$ cat src/rtl/bypass_scoreboard.sv
// Operand bypass network with per-register pending-write scoreboard.
// Picks the youngest forwarded result per operand and stalls on RAW/WAW hazards.
module bypass_scoreboard #(
   parameter int NREAD  = 2,
   parameter int NSTAGE = 3,
   parameter int MAXLAT = 4,
   parameter int DW     = 32,
   parameter int AW     = 5,
   parameter int LW     = $clog2(MAXLAT+1),
   parameter int SW     = $clog2(NSTAGE+1)
) (
   input  logic                CLK,
   input  logic                RST,
   input  logic                issue_valid,
   input  logic                issue_wen,
   input  logic [AW-1:0]       issue_dest,
   input  logic [LW-1:0]       issue_lat,
   input  logic                flush,
   input  logic [NSTAGE-1:0]   stage_wen,
   input  logic [NSTAGE*AW-1:0] stage_dest,
   input  logic [NSTAGE*DW-1:0] stage_data,
   input  logic [NREAD*AW-1:0] src_reg,
   input  logic [NREAD*DW-1:0] src_rdat,
   output logic [NREAD*DW-1:0] src_data,
   output logic [NREAD*SW-1:0] src_sel,
   output logic                stall,
   output logic [NREAD-1:0]    stall_src,
   output logic                stall_waw,
   output logic [31:0]         stall_cycles
);

   localparam int NREG = 1 << AW;
   localparam logic [LW-1:0] MAXL = LW'(MAXLAT);

   logic [LW-1:0] cnt_q [NREG];
   logic [LW-1:0] cnt_d [NREG];
   logic [31:0]   stall_cycles_q, stall_cycles_d;
   logic [LW-1:0] eff_lat, eff_m1;
   logic          accept;

   always_comb begin
      eff_lat = issue_lat;
      if (issue_lat == '0)
         eff_lat = LW'(1);
      else if (issue_lat > MAXL)
         eff_lat = MAXL;
   end

   assign eff_m1 = eff_lat - LW'(1);

   // RAW checks the pre-update counters, so self-dependencies see the older producer
   always_comb begin
      for (int i = 0; i < NREAD; i++) begin
         stall_src[i] = (src_reg[i*AW +: AW] != '0) &&
                        (cnt_q[src_reg[i*AW +: AW]] != '0);
      end
   end

   assign stall_waw = issue_valid && issue_wen && (issue_dest != '0) &&
                      (cnt_q[issue_dest] > eff_m1);
   assign stall     = issue_valid && ((|stall_src) || stall_waw);
   assign accept    = issue_valid && !stall;

   for (genvar i = 0; i < NREAD; i++) begin : g_fwd
      logic [AW-1:0] r;
      logic [SW-1:0] sel;
      logic [DW-1:0] dat;

      assign r = src_reg[i*AW +: AW];

      // Scan oldest to youngest so the youngest match is the final assignment
      always_comb begin
         sel = '0;
         dat = src_rdat[i*DW +: DW];
         if (r == '0) begin
            dat = '0;
         end else begin
            for (int k = NSTAGE-1; k >= 0; k--) begin
               if (stage_wen[k] && (stage_dest[k*AW +: AW] == r)) begin
                  sel = SW'(k+1);
                  dat = stage_data[k*DW +: DW];
               end
            end
         end
      end

      assign src_sel[i*SW +: SW]  = sel;
      assign src_data[i*DW +: DW] = dat;
   end

   always_comb begin
      for (int r = 0; r < NREG; r++) begin
         cnt_d[r] = cnt_q[r];
         if (flush)
            cnt_d[r] = '0;
         else if (accept && issue_wen && (r != 0) && (issue_dest == AW'(r)))
            cnt_d[r] = eff_m1;
         else if (cnt_q[r] != '0)
            cnt_d[r] = cnt_q[r] - LW'(1);
      end
   end

   always_comb begin
      stall_cycles_d = stall_cycles_q;
      if (stall && (stall_cycles_q != '1))
         stall_cycles_d = stall_cycles_q + 32'd1;
   end

   always_ff @(posedge CLK or posedge RST) begin
      if (RST) begin
         for (int r = 0; r < NREG; r++)
            cnt_q[r] <= '0;
         stall_cycles_q <= '0;
      end else begin
         for (int r = 0; r < NREG; r++)
            cnt_q[r] <= cnt_d[r];
         stall_cycles_q <= stall_cycles_d;
      end
   end

   assign stall_cycles = stall_cycles_q;

endmodule
$ cat config.mk
export PLATFORM = sky130hd
export DESIGN_NAME = bypass_scoreboard
export DESIGN_NICKNAME = d
export VERILOG_FILES = /design/src/rtl/bypass_scoreboard.sv
export SDC_FILE = /design/constraint.sdc
export NUM_CORES = 1
export LEC_CHECK = 0
export CAP_MARGIN = 20
export CORE_ASPECT_RATIO = 0.6
export CORE_MARGIN = 2
export CORE_UTILIZATION = 52
export CTS_BUF_LIST = sky130_fd_sc_hd__clkbuf_8
export DETAILED_ROUTE_END_ITERATION = 16
export GPL_TIMING_DRIVEN = 0
export PLACE_DENSITY = 0.82
export SYNTH_ARGS = -nofsm -noshare
export SYNTH_HDL_FRONTEND = slang
export SYNTH_SLANG_ARGS = --single-unit
$ cat constraint.sdc
create_clock -name CLK -period 8.47 [get_ports CLK]
set_clock_uncertainty 0.15 [all_clocks]
set_input_delay 1.2705 -clock CLK [delete_from_list [all_inputs] [get_ports CLK]]
set_output_delay 1.2705 -clock CLK [all_outputs]
set_load 0.005 [all_outputs]
# [Word-level counts from Yosys, hierarchy flattened]
# Cells that the tools add are included.
[totals] ff_bits=128 out_inout_bits=104 elab_cells=356
[classes] addsub=34 n_lt_le_gt_ge=5 n_eq_ne=38 muxes=122 n_bitwise=3 reduce_logical=121
[ops] operator="3-bit two-way mux" n=103
[ops] operator="32-bit two-way mux" n=8
[ops] operator="3-bit nonzero test" n=65
[ops] operator="3-bit by 1-bit subtractor with 3-bit output, second input constant" n=33
[ops] operator="5-bit equality test, second input constant" n=16
[ops] operator="1-bit logical AND" n=46
[ops] operator="3-bit binary-select mux with 5-bit select" n=3
[ops] operator="5-bit by 4-bit equality test with 1-bit output, second input constant" n=8
[ops] operator="32-bit by 1-bit adder with 32-bit output, second input constant" n=1
[ops] operator="32-bit inequality test, second input constant" n=1
[ops] operator="5-bit equality test" n=6
[ops] operator="5-bit by 3-bit equality test with 1-bit output, second input constant" n=4
[ops] operator="6-bit greater-or-equal comparator, second input constant" n=3
[ops] operator="5-bit inverter with 6-bit output" n=3
[ops] operator="2-bit two-way mux" n=8
[ops] operator="5-bit nonzero test" n=3
[ops] operator="5-bit by 2-bit equality test with 1-bit output, second input constant" n=2
[ops] operator="5-bit logical NOT" n=2
[ops] operator="5-bit by 1-bit equality test with 1-bit output, second input constant" n=1
[ops] operator="3-bit greater-than comparator" n=1
[ops] operator="3-bit greater-than comparator, second input constant" n=1
[ops] operator="3-bit logical NOT" n=1
[ops] operator="2-bit nonzero test" n=1
[ops] operator="2-bit OR reduction" n=1
[ops] operator="other kinds (2)" n=2

# [Logic depth before layout (Yosys ltp)]
# Gate-level depths: netlist of the first run.
[logic_depth] word_depth=15 depth_mapped=17

# [Worst setup path after synthesis of the first run]
# OpenSTA, ideal clock, no wires.
[synth_path] path_type="input to output" startpoint="input issue_dest[0]" endpoint="output stall" t_arrival_ns=5.571 required_ns=7.049 path_slack_ns=1.478 path_stages=14 path_cell_list="clkbuf_1 > buf_1 > mux4_2 > mux4_2 > mux2_2 > ha_1 > a21o_1 > a21oi_1 > a2111oi_0 > or3_1 > buf_2 > buf_2 > clkbuf_1 > and2_1"
[synth_via] elab_chain_len=8
[synth_lines] element="start: declaration" line_no="16" rtl="input logic [AW-1:0] issue_dest,"
[synth_lines] element="5-bit inverter with 6-bit output (not written as such)" line_no="60" rtl="(cnt_q[issue_dest] > eff_m1);"
[synth_lines] element="3-bit binary-select mux with 5-bit select" line_no="60"
[synth_lines] element="3-bit two-way mux (not written as such) (2 in series)" line_no="60"
[synth_lines] element="3-bit greater-than comparator" line_no="60"
[synth_lines] element="1-bit logical AND (*)" line_no="59" rtl="assign stall_waw = issue_valid && issue_wen && (issue_dest != '0) &&"
[synth_lines] element="net stall_waw" line_no="28" rtl="output logic stall_waw,"
[synth_lines] element="1-bit logical OR (*)" line_no="61" rtl="assign stall = issue_valid && ((|stall_src) || stall_waw);"
[synth_lines] element="1-bit logical AND (*)" line_no="61"
[synth_lines] element="end: declaration" line_no="26" rtl="output logic stall,"
# The timed path passes the listed nets; every way through them passes the cells marked *. The select of a mux whose other input is x is not followed.

# [Worst setup path after layout of the first run]
[layout_path] startpoint="input issue_dest[3]" endpoint="output stall"
[layout_via] elab_chain_len=8
[layout_lines] element="5-bit inverter with 6-bit output (not written as such)" line_no="60"
[layout_lines] element="3-bit binary-select mux with 5-bit select" line_no="60"
[layout_lines] element="3-bit two-way mux (not written as such) (2 in series)" line_no="60"
[layout_lines] element="3-bit greater-than comparator" line_no="60"
[layout_lines] element="1-bit logical AND (*)" line_no="59"
[layout_lines] element="1-bit logical OR (*)" line_no="61"
[layout_lines] element="1-bit logical AND (*)" line_no="61"
# Every way passes the cells marked *; elsewhere a longest branch is shown, timed or not. The select of a mux whose other input is x is not followed.

==> results by group, run 1 <==
Detailed routing
  – Wire per inst: approximately 23 um
  – Drt first-iter violations: about 1400
  – DR pass1 iterations: 5
  – WL final: 47400 um
  – Total number of vias: around 13000
  – Final ANT Viol Nets: 0
  – Vias/cell: slightly above 6
  – DRC viols: 0

Synth
  – Ys async rst share: 100%
  – Flops & latches, synth: between 100 and 150
  – Top-area cell type share of the netlist area: a little over a quarter
  – Number of synthesis warnings: 0
  – Cell count after synthesis: between 1000 and 1500
  – Syn_nets: between 1500 and 2000
  – Synth area leaders: dfrtp_1 27%, nor2_1 8.2%, ha_1 7.1%
  – Sequential share of the synthesized area: around a quarter
  – Synthesized area per cell: ~8.5 um2
  – Synthesized cell area: about 12000 um2
  – Synth area leader: dfrtp_1
  – Top FF cell, synth: dfrtp_1
  – Post-synth EDFFs: 0
  – Count of different cell masters after synthesis: between 50 and 60

Worst setup path
  – Max Fanout on Critical Path: 10
  – Crit path kind: input pin to primary output
  – Reg-to-reg setup timing slack: 3.64 ns
  – CP Capture Type: primary output
  – Critical path data arrival time: 6.96 ns
  – Critical Path RT: 7.05 ns
  – CP Launch Type: input pin

Clock network
  – Clk sink count: between 100 and 150
  – Post-CTS Setup Repair Bufs: 0
  – Num CTS Buffers: 17
  – # H-tree levels: 4
  – Clk_lat worst skew: 0.47 ns
  – Clock-pin slew on the worst setup and hold paths: about 0.080 ns
  – CTS tree: yes
  – Max clock buf depth: 2
  – Hold Buf Count CTS: 0
  – Clk root buf: clkbuf_8

Floorplan
  – Die Width: ~200 um
  – Core Region: roughly 23000 um2
  – Die height: 122 um
  – Die area: between 20000 and 25000 um2
  – Starting Density: 52.5%
  – Site Rows: 43
  – I/O pin count: 305

Timing
  – Rel. slew slack: between 30% and 40%
  – Final Hold Viols: 0
  – Final setup fails: 0
  – Worst-Margin Slew: slightly below 1 ns
  – Final max-slew violation count: 0
  – FMAX: roughly 120 MHz
  – Crit path time final: roughly 8.4 ns
  – Setup ws final: 0.0937 ns
  – Unrepaired setup endpoints after global routing: false
  – Crit share post-route: slightly below 100%

Pwr
  – Clock share of power: approximately 14%
  – Switch Pwr: 0.00181 W
  – Pwr Density: around 250 nW/um2
  – Reg power frac: 28.9%
  – Pint: around 0.0022 W
  – Lkg Pwr: roughly 6.4 nW
  – Final Total Pwr: 0.00400 W
  – Peak supply drop: around 0.00020 V
  – Combinational power share: 57.3%
  – Net Sw Frac: between 40% and 50%

Layout
  – Share of cells above drive strength 1: under 10%
  – Area grow syn2layout: 31.6%
  – Final non-filler cell total: a little over 2000
  – Layout net count: approximately 2000
  – Layout Utilization: between 60% and 70%
  – Final instance area: 15800 um2

Placement
  – Placed Cells: between 2000 and 2500
  – # port buffers: between 200 and 300
  – Routability Congestion: just over 1
  – Place WS: -0.485 ns
  – HPWL Detailed: 37600 um
  – Placed Area: 15400 um2

Global route
  – Initial antenna violation count: 2
  – Largest net degree at the start of global routing: between 70 and 80
  – All-Layer GR Usage: roughly two fifths
  – First-pass GRT wire length: 71700 um
  – Vias in the first global route: around 12000
  – Remaining global-route overflow: 0

Worst hold path
  – Worst Hold Class: flip-flop to flip-flop

Outcome
  – Status: complete, no violations

Run
  – Max-Cap Viols: 0
-- layout by cell type, fill, tap and decap left out, types with 5 or more instances in the layout --
| cell type | n |
|---|---|
| or3_1 | 11 |
| nor4_4 | 8 |
| xnor2_1 | 34 |
| nor3_1 | 57 |
| dfrtp_1 | 128 |
| mux2_4 | 10 |
| and3_1 | 14 |
| and3b_1 | 10 |
| nand2b_1 | 7 |
| a21oi_1 | 127 |
| mux2_1 | 31 |
| buf_4 | 5 |
| or4_1 | 9 |
| mux2_2 | 24 |
| buf_1 | 6 |
| nor4_1 | 16 |
| or3_4 | 5 |
| o21ai_0 | 11 |
| clkdlybuf4s50_1 | 294 |
| clkbuf_8 | 17 |
| mux2i_1 | 70 |
| ha_1 | 68 |
| mux4_2 | 37 |
| a211oi_1 | 72 |
| nand3_1 | 33 |
| inv_6 | 7 |
| nor2_1 | 262 |
| nor3_2 | 8 |
| nor4_2 | 5 |
| nand2_1 | 29 |
| buf_2 | 7 |
| clkbuf_1 | 72 |
| nand4_1 | 17 |
| inv_1 | 107 |
| xor2_1 | 58 |
| and2_1 | 7 |
-- stage by stage --
| stage | setup TNS, ns | hold slack [ns] |
|---|---|---|
| after floorplan | 0 | 0.330 |
| after global placement | -0.419 | 0.334 |
| after detailed placement | -0.485 | 0.337 |
| after CTS | 0 | 0.359 |
| after global routing | 0 | 0.379 |
| final | 0 | 0.355 |
-- state kept, by name, indices dropped and copies added (netlist names) --
register      cells
stall_cycles     32
cnt_q            96
-- critical path: stages --
cell             delay, ns
clkdlybuf4s50_1       0.58
clkbuf_1              0.57
buf_1                 0.68
mux4_2                0.49
mux2_2                0.30
ha_1                  0.29
a21o_1                0.11
a21oi_1               0.06
a2111oi_1             0.76
or3_1                 0.22
buf_2                 0.16
buf_2                 0.34
clkbuf_1              0.40
and2_1                0.21
clkdlybuf4s50_1       0.51
-- final timing paths --
path / startpoint / end / cells after the start
worst max-delay path: issue_dest[3] / stall / 15
worst min-delay path: stall_cycles[21] / stall_cycles[21] / 1
worst max register to register: cnt_q[37] / stall_cycles[9] / 13
worst min register to register: stall_cycles[21] / stall_cycles[21] / 1
max in group asynchronous: RST / cnt_q[33] / 3
min in group asynchronous: RST / cnt_q[81] / 2
-- cells in the mapped netlist (10+ instances only) --
master    number
xnor2_1       34
mux2_4        10
mux2_2        24
a211oi_1      72
mux2i_1       70
nand2_1       29
mux2_1        31
nor4_1        17
nor2_1       262
nor3_1        57
ha_1          68
a21oi_1      127
nand3_1       33
mux4_2        37
xor2_1        58
inv_1        108
and3_1        14
clkbuf_1      74
and3b_1       10
dfrtp_1      128
or3_1         11
o21ai_0       11
nand4_1       17
-- power by group through the flow --
stage          clock network (W)  logic, W  registers (W)
2_1_floorplan                  0   0.00162        0.00103
3_3_place_gp                   0   0.00212        0.00113
3_5_place_dp                   0   0.00224        0.00115
4_1_cts                 0.000554   0.00226        0.00114
5_1_grt                 0.000581   0.00256        0.00118
6_report                0.000552   0.00229        0.00115
-- area by class of cell --
cell class / instances / area, um2
diodes: 2 / 5.00
plain buffers: 95 / 413
clock buffers: 17 / 234
clock inverters: 15 / 165
fillers: 1856 / 7090
inverters: 108 / 410
multi-input cells: 1080 / 8020
flip-flops and latches: 128 / 3200
well taps: 315 / 394
repair buffers: 297 / 2980
-- what timing repair did --
item                       CTS  global route
hold endpoints to repair     0             0
setup endpoints to repair    1             1
resized for setup            5             1
-- kinds of logic after synthesis --
| family | after synthesis | share of synthesized area (%) |
|---|---|---|
| AOI/OAI and AO/OA | 235 | 11.9 |
| xor gates and xnor gates | 92 | 6.70 |
| adders and majority gates | 68 | 7.07 |
| buffers and inverters | 203 | 6.71 |
| DFF | 128 | 26.6 |
| muxes | 172 | 19.2 |
| other | 1 | 0.0312 |
| and+or+nand+nor | 512 | 21.8 |
-- layer usage --
layer  vias up  part of all wire [%]  global-route usage, %
met4         2                   2.8                   11.4
met2       842                    43                   57.0
met3       113                    12                   11.8
met5         -                 0.027                      0
met1      6162                    43                   53.9
li1       5650                     -                      -
No activity file was read; power rests on OpenSTA's default activity.
==> inputs of run 2 (changes only) <==
==> constraint.sdc (replaced) <==
create_clock -name CLK -period 8.47 [get_ports CLK]
set_clock_uncertainty 0.15 [all_clocks]
set_input_delay 1.2705 -clock CLK [delete_from_list [all_inputs] [get_ports CLK]]
set_output_delay 1.2705 -clock CLK [all_outputs]
set_load 0.05 [all_outputs]
==> results by group, run 2 (synthesis gave the netlist of run 1 again) <==
Clock network
  – Clk sink count: 128 (unchanged)
  – # H-tree levels: 4 (unchanged)
  – Max clock buf depth: 2 (unchanged)
  – Clk root buf: clkbuf_8
  – Post-CTS Setup Repair Bufs: 0 (unchanged)
  – Clk_lat worst skew: 0.46 ns (about the same)
  – CTS tree: yes
  – Clock-pin slew on the worst setup and hold paths: 0.09 ns (about the same)
  – Num CTS Buffers: 17 (unchanged)

Placement
  – Placed Cells: 2023 (unchanged)
  – Place WS: -0.250 ns (+0.235 ns)
  – # port buffers: 294 (unchanged)
  – HPWL Detailed: 38200 um (+1.6%)
  – Routability Congestion: 1.00 (-2.2%)

Worst setup path
  – Critical path's top delay family: buffers and inverters
  – Max Fanout on Critical Path: 10 (unchanged)
  – CP Launch Point: issue_dest[1]
  – Critical path data arrival time: 6.81 ns (-0.15 ns)
  – Max stage delay on crit path: 0.80 ns (+0.04 ns)
  – Critical-path top delay cell: clkdlybuf4s50_1
  – Buffers & Inverters on Critical Path: 7 (unchanged)
  – Critical Path RT: 7.05 ns (about the same)
  – Crit path kind: input pin to primary output
  – Critical-path cell list: clkdlybuf4s50_1 > clkbuf_2 > clkbuf_2 > mux4_2 > mux4_2 > mux2i_1 > ha_1 > and3_1 > a2111oi_2 > or3_1 > buf_2 > buf_2 > clkbuf_1 > and2_1 > clkdlybuf4s50_1
  – Critical R2R Launch: cnt_q[16]
  – CP Capture Type: primary output
  – CP Launch Type: input pin

Worst hold path
  – Worst Hold Class: flip-flop to flip-flop
  – Hold wc startpoint: stall_cycles[21]

Layout
  – Most common cell after layout, fill and taps aside: clkdlybuf4s50_1
  – Largest register by flop count: cnt_q
  – Most frequent cells in the layout: 294 x clkdlybuf4s50_1, 262 x nor2_1, 128 x dfrtp_1
  – Share of cells above drive strength 1: 9.08% (+0.23 points)
  – Area grow syn2layout: 32.0%
  – Layout net count: 1996 (unchanged)
  – Final non-filler cell total: 2057 (unchanged)
  – Largest register FFs: 96 (unchanged)

Pwr
  – Pwr Density: 266 nW/um2 (+5.1%)
  – Peak supply drop: 0.000251 V (+26%)
  – Final Total Pwr: 0.00422 W (+5.4%)
  – Lkg Pwr: 6.46 nW (+0.28%)

Timing
  – Rel. slew slack: 37.8% (+3.0 points)
  – FMAX: 121 MHz (+1.7%)
  – Crit path time final: 8.23 ns (-0.143 ns)
  – Final Hold Viols: 0 (unchanged)
  – Final setup fails: 0 (unchanged)
  – Final max-slew violation count: 0 (unchanged)
  – Crit share post-route: 97.2% (-1.7 points)
  – Unrepaired setup endpoints after global routing: false
  – Setup ws final: 0.237 ns (+0.143 ns)
  – Total negative setup slack: 0 ns (unchanged)
  – Worst-Margin Slew: 0.934 ns (-0.0455 ns)

Detailed routing
  – Drt first-iter violations: 1528 (+12%)
  – DR pass1 iterations: 6 (+1)
  – Final ANT Viol Nets: 0 (unchanged)
  – Total number of vias: 12748 (-0.16%)
  – DRC viols: 0 (unchanged)
  – WL final: 48300 um (+1.9%)
  – Vias/cell: 6.20 (-0.16%)
  – Wire per inst: 23.5 um (+1.9%)

Global route
  – Vias in the first global route: 12118 (+1.2%)
  – Remaining global-route overflow: 0 (unchanged)
  – All-Layer GR Usage: 38.9% (+0.52 points)
  – Largest net degree at the start of global routing: 80 (+5.3%)
  – First-pass GRT wire length: 72500 um (+1.0%)
  – Initial antenna violation count: 4 (+2)

Run
  – Max-Cap Viols: 0 (unchanged)

Floorplan
  – Die Width: 200 um (unchanged)
  – I/O pin count: 305 (unchanged)
  – Die area: 24400 um2 (unchanged)
  – Site Rows: 43 (unchanged)
  – Starting Density: 52.5% (unchanged)
  – Die height: 122 um (unchanged)
  – Core Region: 22900 um2 (unchanged)

Outcome
  – Status: complete, no violations
==> run 2: cell type report <==
| cell class | count | area (um2) |
|---|---|---|
| fill | 1914 | 7050 |
| inverter | 108 | 410 |
| clock inverter | 15 | 191 |
| timing repair buffer | 297 | 2980 |
| tap | 315 | 394 |
| buffer | 95 | 423 |
| antenna | 2 | 5.00 |
| clock buffer | 17 | 234 |
| multi-input combinational | 1080 | 8030 |
| sequential | 128 | 3200 |
==> run 2: where the power goes <==
group / total (W) / switching, W / internal (W)
Clock: 0.000588 / 0.000310 / 0.000278
Sequential: 0.00116 / 0.000325 / 0.000834
Combinational: 0.00247 / 0.00136 / 0.00111
Total: 0.00422 / 0.00200 / 0.00222
==> run 2: per-layer routing <==
| layer | vias up | wire length [um] | track usage, % |
|---|---|---|---|
| met5 | - | 32 | 0 |
| met4 | 4 | 1490 | 12.2 |
| met3 | 125 | 5710 | 10.2 |
| li1 | 5661 | - | - |
| met2 | 837 | 20900 | 59.0 |
| met1 | 6121 | 20200 | 54.6 |
==> run 2: final timing paths <==
path / to / slack, ns / cells past startpoint
max: stall / 0.24 / 15
min: stall_cycles[21] / 0.36 / 1
max reg2reg: stall_cycles[27] / 3.87 / 13
min reg2reg: stall_cycles[21] / 0.36 / 1
max in group asynchronous: cnt_q[27] / 6.35 / 3
min in group asynchronous: cnt_q[50] / 1.05 / 2
==> run 2: repair_timing <==
item / 4_1_cts / 5_1_grt
hold buffers: 0 / 0
setup endpoints to repair: 1 / 1
resized for setup: 5 / 7
==> run 2: stage by stage <==
step | utilization, % | hold WS, ns | instance area (um2)
2_1_floorplan | - | 0.370 | 12000
3_3_place_gp | 67.1 | 0.326 | 15400
3_5_place_dp | 67.3 | 0.334 | 15400
4_1_cts | 69.2 | 0.354 | 15900
5_1_grt | 69.3 | 0.378 | 15900
6_report | 69.3 | 0.355 | 15900
